[src/rtl/seg7_scan_decoder.sv]
// ---------------------------------------------------------------------------
// seg7_scan_decoder
//   Receive side of a multiplexed 7-segment display bus. Watches the scanned
//   anode/cathode lines, waits for each digit's drive to settle, decodes the
//   glyph back to a hex nibble plus decimal point, and publishes a whole frame
//   once every digit position has been captured.
//
// Ports
//   clk          in   system clock
//   rst          in   asynchronous reset, active-high
//   seg_an       in   [NUM_DIGITS-1:0] anodes, active-low, one-hot-low per digit
//   seg_cat      in   [7:0] cathodes, active-low; [6:0]=g..a, [7]=dp
//   value        out  [4*NUM_DIGITS-1:0] decoded nibbles, digit i at [4i+3:4i]
//   dp           out  [NUM_DIGITS-1:0] decoded decimal points, 1 = lit
//   digit_err    out  [NUM_DIGITS-1:0] 1 = last captured pattern was not a hex glyph
//   frame_valid  out  one-cycle pulse when value/dp/digit_err update
//   stale        out  no capture seen within TIMEOUT_CYCLES
// ---------------------------------------------------------------------------
module seg7_scan_decoder #(
    parameter int NUM_DIGITS     = 4,
    parameter int SETTLE_CYCLES  = 4,
    parameter int TIMEOUT_CYCLES = 1048576
) (
    input  logic                    clk,
    input  logic                    rst,
    input  logic [NUM_DIGITS-1:0]   seg_an,
    input  logic [7:0]              seg_cat,
    output logic [4*NUM_DIGITS-1:0] value,
    output logic [NUM_DIGITS-1:0]   dp,
    output logic [NUM_DIGITS-1:0]   digit_err,
    output logic                    frame_valid,
    output logic                    stale
);

    localparam int SW = $clog2(SETTLE_CYCLES + 1);
    localparam int TW = $clog2(TIMEOUT_CYCLES + 1);
    localparam int ZW = $clog2(NUM_DIGITS + 1);

    // {err, nibble}; unknown patterns decode to nibble 0 with err set
    function automatic logic [4:0] f_decode(input logic [6:0] seg);
        logic [4:0] r;
        case (seg)
            7'h3F: r = 5'h00;
            7'h06: r = 5'h01;
            7'h5B: r = 5'h02;
            7'h4F: r = 5'h03;
            7'h66: r = 5'h04;
            7'h6D: r = 5'h05;
            7'h7D: r = 5'h06;
            7'h07: r = 5'h07;
            7'h7F: r = 5'h08;
            7'h6F: r = 5'h09;
            7'h77: r = 5'h0A;
            7'h7C: r = 5'h0B;
            7'h39: r = 5'h0C;
            7'h5E: r = 5'h0D;
            7'h79: r = 5'h0E;
            7'h71: r = 5'h0F;
            default: r = 5'h10;
        endcase
        return r;
    endfunction

    logic [NUM_DIGITS-1:0]   r_an_q, r_an_prev;
    logic [7:0]              r_cat_q, r_cat_prev;
    logic [SW-1:0]           r_settle;
    logic [4*NUM_DIGITS-1:0] r_sh_val;
    logic [NUM_DIGITS-1:0]   r_sh_dp, r_sh_err, r_seen;
    logic [TW-1:0]           r_to_cnt;
    logic [4*NUM_DIGITS-1:0] r_value;
    logic [NUM_DIGITS-1:0]   r_dp, r_err;
    logic                    r_fv, r_stale;

    logic [ZW-1:0]           w_zero_cnt;
    logic                    w_digit_ok, w_stable, w_capture, w_frame;
    logic [NUM_DIGITS-1:0]   w_sel;
    logic [SW-1:0]           w_settle_nxt;
    logic [TW-1:0]           w_to_nxt;
    logic [4:0]              w_dec;

    // A digit is addressed only when exactly one anode is pulled low
    always_comb begin
        w_zero_cnt = '0;
        for (int i = 0; i < NUM_DIGITS; i++) begin
            if (!r_an_q[i]) w_zero_cnt = w_zero_cnt + ZW'(1);
        end
    end

    assign w_digit_ok = (w_zero_cnt == ZW'(1));
    assign w_sel      = ~r_an_q;
    assign w_stable   = (r_an_q == r_an_prev) && (r_cat_q == r_cat_prev);
    assign w_dec      = f_decode(~r_cat_q[6:0]);
    assign w_frame    = &r_seen;

    always_comb begin
        if (!w_digit_ok)
            w_settle_nxt = '0;
        else if (!w_stable)
            w_settle_nxt = SW'(1);
        else if (r_settle != SW'(SETTLE_CYCLES))
            w_settle_nxt = r_settle + SW'(1);
        else
            w_settle_nxt = r_settle;
    end

    // Fire once per dwell: only on the transition into the settled count,
    // not while sitting saturated on an unchanged pattern
    assign w_capture = w_digit_ok && (w_settle_nxt == SW'(SETTLE_CYCLES)) &&
                       !(w_stable && (r_settle == SW'(SETTLE_CYCLES)));

    always_comb begin
        if (w_capture)
            w_to_nxt = '0;
        else if (r_to_cnt != TW'(TIMEOUT_CYCLES))
            w_to_nxt = r_to_cnt + TW'(1);
        else
            w_to_nxt = r_to_cnt;
    end

    always_ff @(posedge clk or posedge rst) begin
        if (rst) begin
            r_an_q     <= '0;
            r_an_prev  <= '0;
            r_cat_q    <= '0;
            r_cat_prev <= '0;
            r_settle   <= '0;
            r_sh_val   <= '0;
            r_sh_dp    <= '0;
            r_sh_err   <= '0;
            r_seen     <= '0;
            r_to_cnt   <= '0;
            r_value    <= '0;
            r_dp       <= '0;
            r_err      <= '0;
            r_fv       <= 1'b0;
            r_stale    <= 1'b1;
        end else begin
            r_an_q     <= seg_an;
            r_cat_q    <= seg_cat;
            r_an_prev  <= r_an_q;
            r_cat_prev <= r_cat_q;
            r_settle   <= w_settle_nxt;
            r_to_cnt   <= w_to_nxt;

            for (int i = 0; i < NUM_DIGITS; i++) begin
                if (w_capture && w_sel[i]) begin
                    r_sh_val[4*i +: 4] <= w_dec[3:0];
                    r_sh_dp[i]         <= ~r_cat_q[7];
                    r_sh_err[i]        <= w_dec[4];
                end
            end

            // A capture landing on the publish cycle starts the next frame
            r_seen <= (w_frame ? '0 : r_seen) | (w_capture ? w_sel : '0);

            r_fv <= w_frame;
            if (w_frame) begin
                r_value <= r_sh_val;
                r_dp    <= r_sh_dp;
                r_err   <= r_sh_err;
            end

            // Publishing a frame takes priority over a coincident timeout
            if (w_frame)
                r_stale <= 1'b0;
            else if (w_to_nxt == TW'(TIMEOUT_CYCLES))
                r_stale <= 1'b1;
        end
    end

    assign value       = r_value;
    assign dp          = r_dp;
    assign digit_err   = r_err;
    assign frame_valid = r_fv;
    assign stale       = r_stale;

endmodule

[config.mk]
export PLATFORM = sky130hd
export DESIGN_NAME = seg7_scan_decoder
export DESIGN_NICKNAME = d
export VERILOG_FILES = /design/src/rtl/seg7_scan_decoder.sv
export SDC_FILE = /design/constraint.sdc
export NUM_CORES = 1
export LEC_CHECK = 0
export ABC_AREA = 1
export BUFFER_PORTS_ARGS = -buffer_cell sky130_fd_sc_hd__buf_2
export CORE_MARGIN = 10
export CORE_UTILIZATION = 40
export CTS_BUF_LIST = sky130_fd_sc_hd__clkbuf_16
export DETAILED_ROUTE_END_ITERATION = 10
export REMOVE_ABC_BUFFERS = 1
export SLEW_MARGIN = 30
export SYNTH_ARGS = -nofsm -noshare
export SYNTH_HDL_FRONTEND = slang
export SYNTH_SLANG_ARGS = --single-unit
[constraint.sdc]
create_clock -name clk -period 3.45 [get_ports clk]
set_clock_uncertainty 0.05 [all_clocks]
set_input_delay 0.69 -clock clk [delete_from_list [all_inputs] [get_ports clk]]
set_output_delay 0.69 -clock clk [all_outputs]
set_load 0.01 [all_outputs]
Word-level counts from Yosys, hierarchy flattened

Index checks and enable logic that the tools add are counted.

Input port bits: 14
Logic and storage cells: 82
Register bits: 102

Bitwise operators: 4
Equality and inequality tests: 24
Reduce and logical (&&, ||, !) cells: 11
Add/sub/neg operators: 5
Mux-type cells: 14

Operator list:

| kind                  | count |
|---|---|
| $eq 7x7->1 const B    | 12 |
| $pmux 5 s16           | 1 |
| $mux 21               | 2 |
| $add 21x1->21 const B | 1 |
| $eq 21x21->1 const B  | 1 |
| $ne 21x21->1 const B  | 1 |
| $mux 3                | 6 |
| $eq 7x3->1 const B    | 2 |
| $eq 7x6->1 const B    | 2 |
| $add 3x1->3 const B   | 4 |
| $eq 8x8->1            | 1 |
| $logic_and 1x1->1     | 8 |
| $mux 4                | 2 |
| $not 7->7             | 1 |
| $eq 3x3->1 const B    | 2 |
| $eq 4x4->1            | 1 |
| $not 4->4             | 1 |
| $or 4x4->4            | 1 |
| $reduce_and 4->1      | 1 |
| $eq 3x1->1 const B    | 1 |
| $mux 1                | 3 |
| $ne 3x3->1 const B    | 1 |
| $reduce_bool 2->1     | 1 |
| $logic_not 1->1       | 1 |
| $not 1->1             | 1 |

Depth between registers and ports, before layout

Word-level depth: 16
Depth in mapped cells: 21
Depth with buffers taken out: 21

Worst setup path before layout

Ideal clock, no wire load.

Path type: flip-flop to flip-flop
Start point: register r_an_q[1]
End point: register r_sh_val[7]
Slack: 0.918 ns
Data required time: 3.264 ns
Library setup time: 0.136 ns
Stages on the path, launching flop included: 20
Clock period less this slack: 2.532 ns
Arrival: 2.346 ns
Cells stage by stage: dfrtp_1 > inv_2 > ha_1 > inv_1 > nand2_1 > nand2_1 > inv_1 > ha_1 > inv_1 > nor2_1 > a21oi_2 > nand3_2 > nor3_4 > nand2_2 > inv_2 > buf_4 > nand2_2 > buf_6 > nand2_1 > o21ai_0

Cells in the longest elaborated chain, start to end: 11
Elaborated cells on any way between the ends: 17
Classes of those cells: add/sub: 2; eq/ne: 3; mux: 5; bitwise: 1; reduce/logical: 6

RTL lines:

| item                              | line | text |
|---|---|---|
| start, declared                   | 64   | `logic [NUM_DIGITS-1:0] r_an_q, r_an_prev;` |
| start signal, assigned            | 138  | `r_an_q <= seg_an;` |
| $mux 3                            | 85   | `if (!r_an_q[i]) w_zero_cnt = w_zero_cnt + ZW'(1);` |
| $add 3x1->3                       | 85   |  |
| $mux 3                            | 85   |  |
| $add 3x1->3                       | 85   |  |
| $mux 3                            | 85   |  |
| $eq 3x1->1                        | 89   | `assign w_digit_ok = (w_zero_cnt == ZW'(1));` |
| $mux 3 *                          | 96   | `if (!w_digit_ok)` |
| via w_settle_nxt[2]               | 77   | `logic [SW-1:0] w_settle_nxt;` |
| $eq 3x3->1 *                      | 108  | `assign w_capture = w_digit_ok && (w_settle_nxt == SW'(SETTLE_CYCLES)) &&` |
| $logic_and 1x1->1 * (2 in series) | 108  |  |
| $logic_and 1x1->1 *               | 146  | `if (w_capture && w_sel[i]) begin` |
| end signal, assigned by index     | 147  | `r_sh_val[4*i +: 4] <= w_dec[3:0];` |
| end, declared                     | 67   | `logic [4*NUM_DIGITS-1:0] r_sh_val;` |

The timed path passes the listed nets; every way through them passes the cells marked *.
A chain may end at the register's enable or synchronous reset.

Worst setup path after layout

Start point: register r_an_q[0]
End point: register r_sh_val[8]

Cells in the longest elaborated chain, start to end: 13
Elaborated cells on any way between the ends: 18
Classes of those cells: add/sub: 3; eq/ne: 3; mux: 6; reduce/logical: 6

RTL lines:

| item                              | line |
|---|---|
| $mux 1                            | 85 |
| $add 3x1->3                       | 85 |
| $mux 3                            | 85 |
| $add 3x1->3                       | 85 |
| $mux 3                            | 85 |
| $add 3x1->3                       | 85 |
| $mux 3                            | 85 |
| $eq 3x1->1                        | 89 |
| $mux 3 *                          | 96 |
| via w_settle_nxt[2]               | 77 |
| $eq 3x3->1 *                      | 108 |
| $logic_and 1x1->1 * (2 in series) | 108 |
| $logic_and 1x1->1 *               | 146 |

Marks and branches as above.

==> metrics.txt <==
outcome complete, no violations; Global Route Usage Sum 0.123; fmax 317 MHz; DR DRC count 0; r2r endpoint r_sh_val[8]; crit path buf inv count 6; CP Capture Type flop; fillers 1,187; area occupied by multi-input gates 0.00190 mm2; root buf cell clkbuf_16; sequential-to-total area share from yosys stat 0.517; Slew @ Worst Pin just under 700 ps; worst-case clock buffer depth 2; number of synthesized flops with an enable pin 0; Via-to-Cell Ratio about 4.7; RSZ-0062 raised after global routing true; syn avg cell area 8.57 um2; distinct cell type count after synthesis 32; FP Rows 40; post-synthesis cell count 577; Final Hold Fails 0; routed vias 3,721; leakage between 0.003 and 0.004 uW; Crit Path Max Fanout 13; synthesis-stage register bit count between 100 and 150; Iteration-0 DRC Markers 201; cell mode on critical path inv_1; diodes inserted 0; Reg area 0.00255 mm2; io pins 40; CTS Sinks 102; crit-path cells inv_1 -> ha_1 -> inv_1 -> nand2_1 -> nand2_1 -> inv_1 -> ha_1 -> inv_1 -> nor2_1 -> a21oi_2 -> nand3_2 -> nor3_4 -> nand2_2 -> inv_2 -> nand2_1 -> o21ai_0 -> inv_1; Setup TNS 0 ps; Max VDD drop 0.000257 V; largest net degree at the start of global routing 57; critical path's slowest cell dfrtp_1; share of layout cells above drive strength 1 0.164; critical path's top delay family simple AND/OR/NAND/NOR gates; hold_buf cts 0; CP Data Arrival Time 3340 ps; Finished Core Util 0.467; cts bufs inserted 9; cell area power density 420 mW/mm2; Final GP Congestion 0.838; Synth Cell Area 0.00494 mm2; final setup fails 0; PortBufs 39; commonest non-fill, non-tap cell in the layout nand2_1; final WL ~11 mm; Core Box Area 0.0121 mm2; Initial Util 0.410; vias in the first global route 3,840; die area 0.0172 mm2; chip height ~130 um; critical setup path kind reg2reg; DP HPWL 8.01 mm; htree depth 3; Crit path largest cell delay 400 ps; antenna-violating nets left 0; Die X around 130 um; post-DR wirelength/cell roughly 13 um; final worst setup slack 297 ps; Setup Slack @ Placement 274 ps; Slew Limit Fails 0; Hold Path Class in2async; Clk pin slew, worst setup/hold paths 80 ps; yosys warns 0; Worst Path Required 3640 ps; most common flop cell mapped by yosys dfrtp_1; nets@finish 643; max_cap viols 0; Slew Limit Headroom 0.543; grt ovf 0; area delta synth->final 14.1%; initial antenna violation count 0; r2r startpoint r_an_q[0]; post-CTS sizing 0; Synth async-reset ratio 1.00; startpoint class of the critical path flop; Pre-antenna DRT Iters 4; Final period util 0.914; clk_lat worst skew 350 ps; first-pass GRT wire length 18.0 mm; Post-CTS Setup Bufs 0; CTS tree done; Reg2Reg Depth 17; flop2flop setup slack a little under 300 ps; clock period minus worst slack 3150 ps; most frequent cells in the layout 119 x nand2_1, 108 x inv_1, 101 x dfrtp_1, 56 x nor2_1, 39 x buf_2
==> synth_stat cells (all sizes together) (6+ instances only) <==
cell | count | area share
xor2 | 20 | 0.035
o21ai | 37 | 0.037
nor3 | 15 | 0.018
nand4 | 15 | 0.019
dfrtp | 101 | 0.51
inv | 115 | 0.087
ha | 7 | 0.018
nand3 | 27 | 0.029
nor2 | 60 | 0.049
buf | 9 | 0.013
nor4 | 6 | 0.010
nand2 | 122 | 0.094
mux2 | 20 | 0.046
a21oi | 15 | 0.016
==> cell type report <==
class / instances / share of cell area
multi-input cells: 350 / 0.336
repair buffers: 44 / 0.0413
clock buffers: 9 / 0.0399
inverters: 115 / 0.0770
flip-flops and latches: 102 / 0.453
clock inverters: 7 / 0.0153
well taps: 168 / 0.0373
==> state kept, by name, summed over array words and instances (netlist names) <==
register / flops
r_seen: 4
r_an_prev: 4
r_an_q: 4
r_to_cnt: 21
r_settle: 3
r_cat_q: 8
digit_err: 4
stale: 1
r_sh_err: 4
r_cat_prev: 8
dp: 4
frame_valid: 1
r_sh_val: 16
value: 16
r_sh_dp: 4
==> worst max-delay path by stage <==
stage | cells after the start | slack, ps | endpoint | from
5_1_grt | 17 | -30 | r_sh_val[14] | r_an_q[0]
3_5_place_dp | 17 | 270 | r_sh_val[8] | r_an_q[0]
4_1_cts | 17 | 260 | r_sh_val[8] | r_an_q[0]
2_1_floorplan | 1 | 40 | digit_err[0] | rst
3_3_place_gp | 17 | 460 | r_sh_val[14] | r_an_q[1]
6_report | 17 | 300 | r_sh_val[8] | r_an_q[0]
==> report_power, final <==
| group | switching (uW) | internal (uW) | total [uW] |
|---|---|---|---|
| logic | 82.2 | 36.9 | 119 |
| clock network | 500 | 522 | 1020 |
| registers | 18.7 | 1210 | 1230 |
==> metal layers <==
| layer | global-route usage | wire (um) | vias up |
|---|---|---|---|
| met2 | 0.207 | 5080 | 62 |
| met5 | 0 | 0 | - |
| met3 | 0.0248 | 345 | 19 |
| li1 | - | - | 1887 |
| met4 | 0.0438 | 181 | 0 |
| met1 | 0.154 | 4910 | 1753 |
==> through the flow <==
step	power [uW]	area, um2	std cells	hold slack, ps
floorplan	1330	4870	567	350
finish	2370	5640	795	393
CTS	2390	5640	795	388
detailed placement	1370	5330	779	383
global placement	1370	5330	779	361
global route	2460	5640	795	385
==> cell families after synthesis <==
group,after synthesis,synth area share
AND/OR/NAND/NOR,247,0.223
buffers and inverters,125,0.102
flip-flops,102,0.517
AO/OA/AOI/OAI,53,0.0552
XOR/XNOR,23,0.0408
multiplexers,20,0.0456
adder cells (fa/ha/maj),7,0.0177
Power figures use the tool's default switching activity.
